### src/rtl/bloco_controle_pkg.sv
// Shared constants for the polynomial controller and its datapath:
// state encoding, mux select codes and ULA op codes.
package bloco_controle_pkg;

    typedef enum logic [2:0] {
        OCIOSO,
        CARREGA,
        MUL1,
        SOMA1,
        MUL2,
        SOMA2,
        FIM
    } estado_t;

    localparam logic [1:0] M0_ZERO = 2'b00;
    localparam logic [1:0] M0_A    = 2'b01;
    localparam logic [1:0] M0_B    = 2'b10;
    localparam logic [1:0] M0_C    = 2'b11;

    localparam logic [1:0] M1_M0   = 2'b00;
    localparam logic [1:0] M1_X    = 2'b01;
    localparam logic [1:0] M1_S    = 2'b10;
    localparam logic [1:0] M1_H    = 2'b11;

    localparam logic [1:0] M2_X    = 2'b00;
    localparam logic [1:0] M2_M0   = 2'b01;
    localparam logic [1:0] M2_S    = 2'b10;
    localparam logic [1:0] M2_H    = 2'b11;

    localparam logic SOMA = 1'b0;
    localparam logic MULT = 1'b1;

    typedef struct packed {
        logic       lx;
        logic [1:0] selecaoM0;
        logic [1:0] selecaoM1;
        logic [1:0] selecaoM2;
        logic       h;
        logic       ls;
        logic       lh;
        logic       ocupado;
        logic       pronto;
    } controle_t;

endpackage

### src/rtl/bloco_controle_contador_operacoes.sv
// Completed-operation counter, 8 bits, wraps 255 -> 0.
module contador_operacoes (
    input  logic       clock,
    input  logic       reset,
    input  logic       incrementa,
    output logic [7:0] contagem
);

    always_ff @(posedge clock) begin
        if (reset) begin
            contagem <= 8'd0;
        end else if (incrementa) begin
            contagem <= contagem + 8'd1;
        end
    end

endmodule

### src/rtl/bloco_controle.sv
// Moore controller sequencing the datapath through a*x^2+b*x+c
// (modo=0) or a*x+b (modo=1).
module bloco_controle
    import bloco_controle_pkg::*;
(
    input  logic       clock,
    input  logic       reset,
    input  logic       iniciar,
    input  logic       modo,
    output logic       lx,
    output logic [1:0] selecaoM0,
    output logic [1:0] selecaoM1,
    output logic [1:0] selecaoM2,
    output logic       h,
    output logic       ls,
    output logic       lh,
    output logic       ocupado,
    output logic       pronto,
    output logic [7:0] contagem
);

    estado_t   estado;
    estado_t   proximo;
    logic      modoLatched;
    controle_t ctrl;

    always_ff @(posedge clock) begin
        if (reset) begin
            estado      <= OCIOSO;
            modoLatched <= 1'b0;
        end else begin
            estado <= proximo;
            if (estado == OCIOSO && iniciar) begin
                modoLatched <= modo;
            end
        end
    end

    always_comb begin
        ctrl    = '0;
        proximo = estado;
        case (estado)
            OCIOSO: begin
                if (iniciar) proximo = CARREGA;
            end
            CARREGA: begin
                // 0+0 through the ULA clears S and H while X loads
                ctrl.lx        = 1'b1;
                ctrl.selecaoM0 = M0_ZERO;
                ctrl.selecaoM1 = M1_M0;
                ctrl.selecaoM2 = M2_M0;
                ctrl.h         = SOMA;
                ctrl.ls        = 1'b1;
                ctrl.lh        = 1'b1;
                ctrl.ocupado   = 1'b1;
                proximo        = MUL1;
            end
            MUL1: begin
                ctrl.selecaoM0 = M0_A;
                ctrl.selecaoM1 = M1_M0;
                ctrl.selecaoM2 = M2_X;
                ctrl.h         = MULT;
                ctrl.ls        = 1'b1;
                ctrl.ocupado   = 1'b1;
                proximo        = SOMA1;
            end
            SOMA1: begin
                ctrl.selecaoM0 = M0_B;
                ctrl.selecaoM1 = M1_S;
                ctrl.selecaoM2 = M2_M0;
                ctrl.h         = SOMA;
                ctrl.ls        = 1'b1;
                ctrl.ocupado   = 1'b1;
                proximo        = modoLatched ? FIM : MUL2;
            end
            MUL2: begin
                ctrl.selecaoM0 = M0_ZERO;
                ctrl.selecaoM1 = M1_S;
                ctrl.selecaoM2 = M2_X;
                ctrl.h         = MULT;
                ctrl.ls        = 1'b1;
                ctrl.ocupado   = 1'b1;
                proximo        = SOMA2;
            end
            SOMA2: begin
                ctrl.selecaoM0 = M0_C;
                ctrl.selecaoM1 = M1_S;
                ctrl.selecaoM2 = M2_M0;
                ctrl.h         = SOMA;
                ctrl.ls        = 1'b1;
                ctrl.lh        = 1'b1;
                ctrl.ocupado   = 1'b1;
                proximo        = FIM;
            end
            FIM: begin
                ctrl.pronto  = 1'b1;
                ctrl.ocupado = 1'b1;
                proximo      = OCIOSO;
            end
            default: begin
                proximo = OCIOSO;
            end
        endcase
    end

    assign lx        = ctrl.lx;
    assign selecaoM0 = ctrl.selecaoM0;
    assign selecaoM1 = ctrl.selecaoM1;
    assign selecaoM2 = ctrl.selecaoM2;
    assign h         = ctrl.h;
    assign ls        = ctrl.ls;
    assign lh        = ctrl.lh;
    assign ocupado   = ctrl.ocupado;
    assign pronto    = ctrl.pronto;

    contador_operacoes uContador (
        .clock      (clock),
        .reset      (reset),
        .incrementa (estado == FIM),
        .contagem   (contagem)
    );

endmodule

### config.mk
export PLATFORM = sky130hd
export DESIGN_NAME = bloco_controle
export DESIGN_NICKNAME = d
export VERILOG_FILES = /design/src/rtl/bloco_controle_pkg.sv /design/src/rtl/bloco_controle_contador_operacoes.sv /design/src/rtl/bloco_controle.sv
export SDC_FILE = /design/constraint.sdc
export NUM_CORES = 1
export LEC_CHECK = 0
export BUFFER_PORTS_ARGS = -buffer_cell sky130_fd_sc_hd__buf_2
export CORE_MARGIN = 2
export CORE_UTILIZATION = 46
export CTS_CLUSTER_DIAMETER = 40
export DETAILED_ROUTE_END_ITERATION = 6
export GPL_ROUTABILITY_DRIVEN = 0
export PLACE_DENSITY = 0.76
export SKIP_LAST_GASP = 1
export SLEW_MARGIN = 20
export SYNTH_ARGS = -nofsm -noshare
export SYNTH_HDL_FRONTEND = slang
export SYNTH_SLANG_ARGS = --single-unit
### constraint.sdc
create_clock -name clock -period 1.7 [get_ports clock]
set_input_delay 0.51 -clock clock [delete_from_list [all_inputs] [get_ports clock]]
set_output_delay 0.51 -clock clock [all_outputs]
set_load 0.01 [all_outputs]
After elaboration in Yosys (flattened, before gate mapping). Cells that the tools add are included.

Word-level logic and storage cells: 23. Register bits: 12.

Muxes and demuxes: 8. Equality and inequality tests: 7. $add $sub $neg: 1. Reductions and logical operators: 4.

Operators with widths (count): 8-bit case mux with 5 select lines (1); 3-bit case mux with 6 select lines (1); 3-bit equality test (second input constant) (3); 8-bit by 1-bit adder with 8-bit output (second input constant) (1); 3-bit by 2-bit equality test with 1-bit output (second input constant) (2); 6-bit OR reduction (1); 1-bit 2-to-1 mux (4); 3-bit by 1-bit equality test with 1-bit output (second input constant) (1); 3-bit logical NOT (1); 3-bit 2-to-1 mux (1); 2-bit 2-to-1 mux (1); 2-bit != test (second input constant) (1); 2-bit OR reduction (1); 1-bit logical AND (1).

Longest topological paths before layout. Gate-level depths: netlist of the first run.

Word-level depth: 3. Gate-level depth with buffers: 4. Depth with buffers taken out: 4.

Hierarchy. Synthesis of the first run repeated with hierarchy kept, for this count alone.

Cells, all modules: 74. Area total of the unflattened synthesis: 666.9 sq um.

Modules (own cells, without submodules): contador_operacoes (instances 1, sequential area each 160.2 sq um, area an instance 339.1 sq um, cells each 37); bloco_controle (instances 1, sequential area each 80.1 sq um, area an instance 327.8 sq um, cells each 37).

Least setup slack after synthesis of the first run. No wires, ideal clock.

Path type: register -> output. Start: register estado[1]. End: output port selecaoM0[1]. Path slack: 0.151 ns. Arrival time: 1.039 ns. Cell stages (with the launch flop): 5. Cell sequence: dfxtp_1 > buf_2 > nor2b_1 > nor2_1 > nor2b_1.

Word-level cells in the longest chain between the ends: 2. Elaborated cells between the ends (all ways): 6. Those cells by class: eq/ne (5); mux (1).

RTL lines: from (decl) (line bloco_controle.sv:22) `estado_t estado;`; from (signal assigned) (line bloco_controle.sv:32) `estado <= proximo;`; 3-bit equality test, or another cell as far along (line bloco_controle.sv:42) `case (estado)`; 8-bit case mux with 5 select lines (*) (line bloco_controle.sv:42); to (decl) (line bloco_controle.sv:11) `output logic [1:0] selecaoM0,`.

Mark *: on every way between the ends. The rest lies on a longest branch, timed or not.

Final worst setup path of the first run.
Start: register estado[1]. End: output port selecaoM0[0].

Same word-level chain as after synthesis.

==> results of run 1 <==
[registers in the layout, indices dropped and copies added (netlist names)]
register and cells:
modoLatched 1, uContador.contagem 8, estado 3
[metal layers]
metal | GRT usage [%] | wire, um
met5 | 0 | 0
met4 | 4.839 | 8
met3 | 9.783 | 76
met2 | 35.55 | 774
met1 | 22.48 | 672
[Yosys cell counts, types with 2 or more instances]
cell type | n | area (um2)
inv_1 | 2 | 7.510
o31ai_1 | 2 | 15.01
dfxtp_1 | 12 | 240.2
nor2_1 | 6 | 22.52
nand3_1 | 2 | 10.01
buf_4 | 4 | 30.03
clkbuf_1 | 2 | 7.510
nand4_1 | 2 | 12.51
o21ai_0 | 3 | 15.01
nor2b_1 | 6 | 37.54
nand2_1 | 2 | 7.510
a21oi_1 | 7 | 35.03
or4_1 | 2 | 15.01
nor3_1 | 2 | 10.01
or3_1 | 3 | 18.77
[how the worst min path moves through the flow]
stage	start	endpoint	slack (ns)	cells after the start
5_1_grt	modo	modoLatched	0.51	3
6_report	uContador.contagem[7]	uContador.contagem[7]	0.49	2
4_1_cts	modo	modoLatched	0.48	3
3_3_place_gp	uContador.contagem[7]	uContador.contagem[7]	0.46	2
3_5_place_dp	uContador.contagem[7]	uContador.contagem[7]	0.48	2
2_1_floorplan	uContador.contagem[7]	uContador.contagem[7]	0.50	2
[power groups by stage]
stage | clock [W] | combinational (W) | sequential (W)
after detailed placement | 0 | 0.0000990 | 0.000310
after global routing | 0.000249 | 0.000129 | 0.000307
after global placement | 0 | 0.0000972 | 0.000309
after CTS | 0.000238 | 0.000115 | 0.000303
after floorplan | 0 | 0.0000738 | 0.000301
final | 0.000231 | 0.000119 | 0.000305
[per-stage QoR]
step	setup TNS, ns	instance area (um2)	setup slack, ns	utilization [%]
detailed placement	0	747.0	0.1318	57.40
global route	-0.1154	869.6	-0.02910	66.83
global placement	0	747.0	0.1752	57.40
finish	0	869.6	0.001134	66.83
CTS	0	843.3	0.006381	64.81
floorplan	0	643.1	0.1510	-
[repair_timing]
action | in CTS | in global routing
gates resized for setup | 12 | 3
pin swaps | 0 | 1
setup buffers | 3 | 2
setup endpoints to repair | 10 | 6
[worst reg2reg max path, stage by stage (launching register included)]
cell and delay, ns:
dfxtp_4 0.41, buf_4 0.15, nand3b_4 0.10, buf_4 0.16
or4_1 0.51, a21oi_1 0.15
[kinds of logic (layout without fill, tap and decap cells)]
| family | after synthesis | count (layout) | share of synthesized area [%] |
|---|---|---|---|
| multiplexers | 2 | 2 | 3.327 |
| adder cells (fa/ha/maj) | 1 | 1 | 1.957 |
| AO/OA/AOI/OAI | 17 | 17 | 16.44 |
| other | 1 | 2 | 0.5865 |
| buffers and inverters | 9 | 35 | 7.828 |
| XOR/XNOR | 2 | 2 | 2.740 |
| flip-flops | 12 | 12 | 37.57 |
| AND/OR/NAND/NOR | 30 | 30 | 29.55 |
[area by class of cell]
cell class / instances / area (um2)
repair buffers: 29 / 178.9
clock buffers: 4 / 36.28
well taps: 15 / 18.77
multi-input cells: 54 / 376.6
flip-flops and latches: 12 / 251.5
inverters: 2 / 7.507
fillers: 118 / 431.7
==> results.cfg, run 1 <==
[finish]
finalNetCount = 107
mostFrequentLayoutCells = buf_2, dfxtp_1, a21oi_1
finalNonFillerCells = 116
syn_to_final_growth_pct = 36.01
final_layout_size_suffix_gt1_share_pct = 42.57
final_common_cell = buf_2
diodes = 0

[critical_path]
ff2ff_setup_slack_ns = 0.15
worstPathCellList = nor2b_4 -> mux2_4 -> buf_6
r2r-end = uContador.contagem[7]
cp-start-kind = flip-flop
critical_path_buf_inv_count = 1
cp-startpoint = estado[1]
worstSetupPathType = flip-flop to output pin
path_depth = 3
crit_arrival_ns = 1.19
critPathTopFamily = flip-flops
cp-end-kind = output pin
slowest_stage = dfxtp_4
crit_path_end = selecaoM0[0]
cp_max_fo = 8
cpPeakStageDelay_ns = 0.39
r2r_cells = 5
r2r-start = estado[1]
required_ns = 1.19

[floorplanning]
core_um2 = 1301
ios = 24
die_w_um = 41.28
die_area_um2 = 1704
num_rows = 13
die-height_um = 41.28
initial_core_util_pct = 49.13

[routing]
final_antenna_net_count = 0
routed_wl_um = 1531
drt_iter0_markers = 16
drc_errors = 0
via_count = 622
firstDrtPassIters = 4
routedWlPerCell_um = 13.20
vias_per_cell = 5.362

[outcome]
outcome = finished clean

[synth]
syn_area_per_cell_um2 = 8.640
synthDistinctLibCells = 32
ys_seq_area_share_pct = 37.57
synth_edf_count = 0
synth_seq_cells = 12
syn-instance-count = 74
async_reset_ff_share_pct = 0
netlist_area_um2 = 639.4
yosysWarningCount = 0
ys.flop_type = dfxtp_1

[run]
max_cap_viol_count = 0

[sta]
whs_ns = 0.4904
fin_crit_sh_pct = 99.93
layout_min_cycle_time_ns = 1.699
hold_viol_final = 0
max_freq_ghz = 0.5886
finalSetupViolCount = 0
maxSlewViolCount = 0
rsz0062_at_grt = yes
fin_skew_ns = 0.005562

[power]
combPwrFrac_pct = 18.2
cellInternalPower_w = 0.0004815
p_leak_nw = 0.4540
switchingPower_w = 0.0001745
power_frac_clock_pct = 35.3
seq_power_share_pct = 46.5
p_per_area_nw_per_um2 = 754.3
total_power_w = 0.0006560
max-vdd-ir-drop_mv = 0.5799
netSwitchingFraction_pct = 26.60

[placed_design]
dp.cells = 107
io_buffers = 21
dpl.hpwl_um = 955.3

[global_route]
antenna_found_initial = 0
grt_pass1_wl_um = 2173
grt_pass1_vias = 489
grt_max_degree = 14
grt_usage_pct = 20.56
globalRouteOverflowTotal = 0

[clocking]
path_clk_slew_ns = 0.08
cts.sinks = 12
cts_made_buffers = 3
cts-root-buf = clkbuf_4
clock_latency_ns = 0.28
hold_buffers = 0
htreeDepth = 1
cts_buffer_depth = 2
tritoncts = done

[min_path]
hold_path.class = flip-flop to flip-flop
Power figures use the tool's default switching activity.
==> inputs of run 2 (changes only) <==
CELL_PAD_IN_SITES_DETAIL_PLACEMENT = 0   (was default)
CELL_PAD_IN_SITES_GLOBAL_PLACEMENT = 2   (was default)
CORE_UTILIZATION = 26   (was 46)
PLACE_DENSITY = default   (was 0.76)
PLACE_DENSITY_LB_ADDON = 0.1   (was default)
==> run 2 against run 1 <==
  * Utilization is 28 points lower
  * Sequential power about the same
  * Register-to-register slack gained 0.05 ns
  * Flip-flop and latch count unchanged
  * Largest power group unchanged
  * Critical endpoint unchanged
  * Highest routed layer unchanged
  * Critical path type unchanged
  * First-iteration DRC count shrank 56%
  * Maximum frequency increased by 0.75%
  * Global-route usage is 9.5 points lower
==> results.cfg, run 2 (same netlist as run 1, synthesis figures left out) <==
[global_route]
grt_usage_pct = 11.09
grt_pass1_wl_um = 2194
grt_max_degree = 14
globalRouteOverflowTotal = 0
grt_pass1_vias = 449
antenna_found_initial = 0

[placed_design]
dp.cells = 121
io_buffers = 21
dpl.hpwl_um = 973.9
place_ws_ns = 0.1355
postPlaceCellArea_um2 = 770.7

[clocking]
htreeDepth = 1
cts.sinks = 12
hold_buffers = 0
clock_latency_ns = 0.27
path_clk_slew_ns = 0.08
cts_buffer_depth = 2
tritoncts = done
cts-root-buf = clkbuf_4
cts_made_buffers = 3

[routing]
drt_iter0_markers = 7
firstDrtPassIters = 4
routed_wl_um = 1368
final_antenna_net_count = 0
drc_errors = 0
vias_per_cell = 4.434
routedWlPerCell_um = 10.60
via_count = 572

[finish]
diodes = 0
finalNetCount = 107
final_layout_size_suffix_gt1_share_pct = 43.56
syn_to_final_growth_pct = 38.16
mostFrequentLayoutCells = buf_2, dfxtp_1, buf_4
final_common_cell = buf_2
max_flop_register = uContador.contagem
design_area_um2 = 883.3
finalNonFillerCells = 129
reg_top3 = uContador.contagem (8), estado (3), modoLatched (1)
largest_reg_flops = 8

[outcome]
outcome = finished clean

[floorplanning]
initial_core_util_pct = 28.09
die-height_um = 53.59
num_rows = 17
core_um2 = 2276
die_w_um = 53.59
die_area_um2 = 2872
ios = 24

[power]
p_per_area_nw_per_um2 = 737.3
p_leak_nw = 0.4549
max-vdd-ir-drop_mv = 0.4573

[sta]
hold_viol_final = 0
fin_skew_ns = 0.004648
worst_slack_ns = 0.01374
rsz0062_at_grt = yes
fin_crit_sh_pct = 99.19
layout_min_cycle_time_ns = 1.686
finalSetupViolCount = 0
max_freq_ghz = 0.5930
maxSlewViolCount = 0

[critical_path]
cp-start-kind = flip-flop
required_ns = 1.19
crit_arrival_ns = 1.18
r2r_cells = 5
cp-end-kind = output pin
cp_max_fo = 8
worstSetupPathType = flip-flop to output pin

[min_path]
hold_depth = 3
hold_path.class = primary input to flip-flop

[run]
max_cap_viol_count = 0
==> run 2: cell counts in the layout (fill, tap and decap cells not counted) <==
No cell type changed its count.
==> run 2: per-layer routing <==
layer	part of all wire (%)	routed length (um)	global-route usage (%)
met1	54	743	16.72
met2	39	531	12.76
met3	5.8	79	5.833
met4	0.88	12	3.846
met5	0	0	0
==> run 2: worst max-delay path, stage by stage (launching register included) <==
cell	delay, ns
dfxtp_4	0.39
nor2b_4	0.14
mux2_2	0.26
buf_6	0.12
==> run 2: metrics by stage <==
step           util, %  power [W]  TNS [ns]  hold WS (ns)
5_1_grt          38.81  0.0006928   -0.1461        0.4842
3_5_place_dp     33.86  0.0004100         0        0.4814
4_1_cts          37.77  0.0006613         0        0.4728
3_3_place_gp     33.86  0.0004105         0        0.4654
6_report         38.81  0.0006513         0        0.4832
2_1_floorplan        -  0.0003748         0        0.4959
==> run 2: worst paths after layout <==
check	endpoint	start	slack [ns]
setup / recovery	selecaoM0[0]	estado[1]	0.01
hold / removal	modoLatched	modo	0.48
setup reg to reg	uContador.contagem[7]	estado[1]	0.20
hold reg to reg	uContador.contagem[7]	uContador.contagem[7]	0.49
==> run 2: final cells by class <==
class | count | area [um2]
well taps | 28 | 35.03
repair buffers | 29 | 171.4
flip-flops and latches | 12 | 251.5
clock buffers | 4 | 36.28
fillers | 233 | 1393
inverters | 2 | 7.507
multi-input cells | 54 | 381.6
==> run 2: repair_timing <==
item | 4_1_cts | 5_1_grt
pin swaps | 0 | 0
endpoints found under the hold margin | 0 | 0
buffers inserted | 2 | 2
resized for setup | 12 | 2
endpoints found under the setup margin | 10 | 5
==> run 2: where the power goes <==
group	internal [W]	switching, W	total [W]
sequential	0.000288	0.0000166	0.000304
clock	0.000130	0.0000992	0.000229
combinational	0.0000637	0.0000539	0.000118
total	0.000482	0.000170	0.000651
==> inputs of run 3 (changes only) <==
BUFFER_PORTS_ARGS = default   (was -buffer_cell sky130_fd_sc_hd__buf_2)
CORE_UTILIZATION = 32   (was 26)
DONT_BUFFER_PORTS = 1   (was default)
GPL_ROUTABILITY_DRIVEN = default   (was 0)
==> run 3 against run 2 <==
  * First-iteration DRC count is 43% higher
  * Critical path depth stayed put
  * Sequential power hardly changed
  * Flip-flop and latch count stayed put
  * Power is 5.9% lower
  * Maximum frequency is 3.0% higher
  * Routed wire length is 7.5% lower
  * Clock-buffer cell count stayed put
  * Design area is 17% lower
  * Worst setup slack better by 0.049 ns
  * Global-route usage is 0.41 points higher
  * Final cell count is 20% lower
  * Critical endpoint is now selecaoM0[1]
  * Largest power group unchanged
==> results.cfg, run 3 (same netlist as run 1, synthesis figures left out) <==
[clocking]
post_cts_buffers = 0
cts-root-buf = clkbuf_4
cts_buffer_depth = 2
clock_latency_ns = 0.27
cts.sinks = 12
htreeDepth = 1
cts_made_buffers = 3
path_clk_slew_ns = 0.08
tritoncts = done

[finish]
finalNetCount = 82
multi_input_area_um2 = 380.4
mostFrequentLayoutCells = dfxtp_1, a21oi_1, nor2_1, buf_4
nFillCells = 204
design_area_um2 = 737.0
largest_reg_flops = 8
final_util_pct = 38.35
syn_to_final_growth_pct = 15.26
diodes = 0
reg_top3 = uContador.contagem (8), estado (3), modoLatched (1)
final_layout_size_suffix_gt1_share_pct = 28.95
final_common_cell = dfxtp_1
max_flop_register = uContador.contagem
ff_latch_area_um2 = 249.0

[sta]
finalSetupViolCount = 0
rsz0062_at_grt = yes
max_freq_ghz = 0.6109
layout_min_cycle_time_ns = 1.637
maxSlewViolCount = 0
hold_viol_final = 0
fin_skew_ns = 0.005615
whs_ns = 0.2922
fin_crit_sh_pct = 96.28

[critical_path]
r2r-start = estado[2]
cp-end-kind = output pin
cp-start-kind = flip-flop
r2r-end = uContador.contagem[7]
required_ns = 1.19
worstSetupPathType = flip-flop to output pin
cp_max_fo = 12
r2r_cells = 4
crit_arrival_ns = 1.13
ff2ff_setup_slack_ns = 0.28

[global_route]
grt_pass1_vias = 445
grt_usage_pct = 11.50
antenna_found_initial = 0
globalRouteOverflowTotal = 0
grt_pass1_wl_um = 2097
grt_max_degree = 14

[floorplanning]
die-height_um = 48.70
initial_core_util_pct = 33.27
ios = 24
die_w_um = 48.70
num_rows = 16
die_area_um2 = 2372
core_um2 = 1922

[min_path]
min_delay_worst_endpoint = estado[2]
hold_path.class = primary input to flip-flop
min-delay-start = reset
hold_depth = 1

[routing]
final_antenna_net_count = 0
drc_errors = 0
via_count = 486
routedWlPerCell_um = 12.29
routed_wl_um = 1266
vias_per_cell = 4.718
drt_iter0_markers = 10
firstDrtPassIters = 4

[power]
p_leak_nw = 0.3249
p_per_area_nw_per_um2 = 831.9
max-vdd-ir-drop_mv = 0.5276

[placed_design]
postPlaceCellArea_um2 = 664.4
io_buffers = 0
gp_congestion = 0.6729
dpl.hpwl_um = 916.5

[run]
max_cap_viol_count = 0

[outcome]
outcome = finished clean
[run 3: cell count changes in the layout (fill, tap and decap cells not counted), sizes merged]
cell and change:
buf -25
[run 3: cell type report]
class	count	share of cell area (%)
inverters	2	1.019
flip-flops and latches	12	33.79
repair buffers	4	4.075
well taps	27	4.584
multi-input cells	54	51.61
clock buffers	4	4.924
[run 3: worst max-delay path, cell delays in order, from the launching register on]
cell	delay (ns)
dfxtp_4	0.43
nor2b_2	0.19
nor2_1	0.08
nor2b_2	0.16
[run 3: worst max-delay path by stage]
stage / start / endpoint / slack (ns)
6_report: estado[1] / selecaoM0[1] / 0.06
5_1_grt: estado[1] / selecaoM0[1] / -0.006
4_1_cts: estado[1] / selecaoM0[1] / -0.03
3_5_place_dp: estado[1] / uContador.contagem[5] / 0.16
3_3_place_gp: estado[1] / selecaoM0[1] / 0.16
2_1_floorplan: estado[1] / selecaoM0[1] / 0.15
[run 3: where the power goes]
group | switching, W | internal [W] | leakage (nW) | total (W)
registers | 0.0000179 | 0.000289 | 0.0990 | 0.000307
clock network | 0.0000940 | 0.000130 | 0.0210 | 0.000224
logic | 0.0000430 | 0.0000392 | 0.205 | 0.0000822
total | 0.000155 | 0.000458 | 0.325 | 0.000613
[run 3: timing repair]
item | 4_1_cts | 5_1_grt
hold buffers | 0 | 0
resized for setup | 5 | 8
endpoints found under the setup margin | 9 | 6
[run 3: metal layers]
layer	track usage [%]	up-vias	share of wire, %
met5	0	-	0
met4	1.429	0	0
met3	6.481	0	6.2
met2	18.26	11	47
met1	13.93	213	47
li1	-	262	-
[run 3: through the flow]
stage / setup WS [ns] / cells / total power (W) / setup TNS (ns)
3_3_place_gp: 0.1634 / 99 / 0.0003817 / 0
6_report: 0.06320 / 103 / 0.0006131 / 0
4_1_cts: -0.02612 / 103 / 0.0006200 / -0.02612
3_5_place_dp: 0.1583 / 99 / 0.0003820 / 0
2_1_floorplan: 0.1510 / 75 / 0.0003748 / 0
5_1_grt: -0.006415 / 103 / 0.0006485 / -0.006415
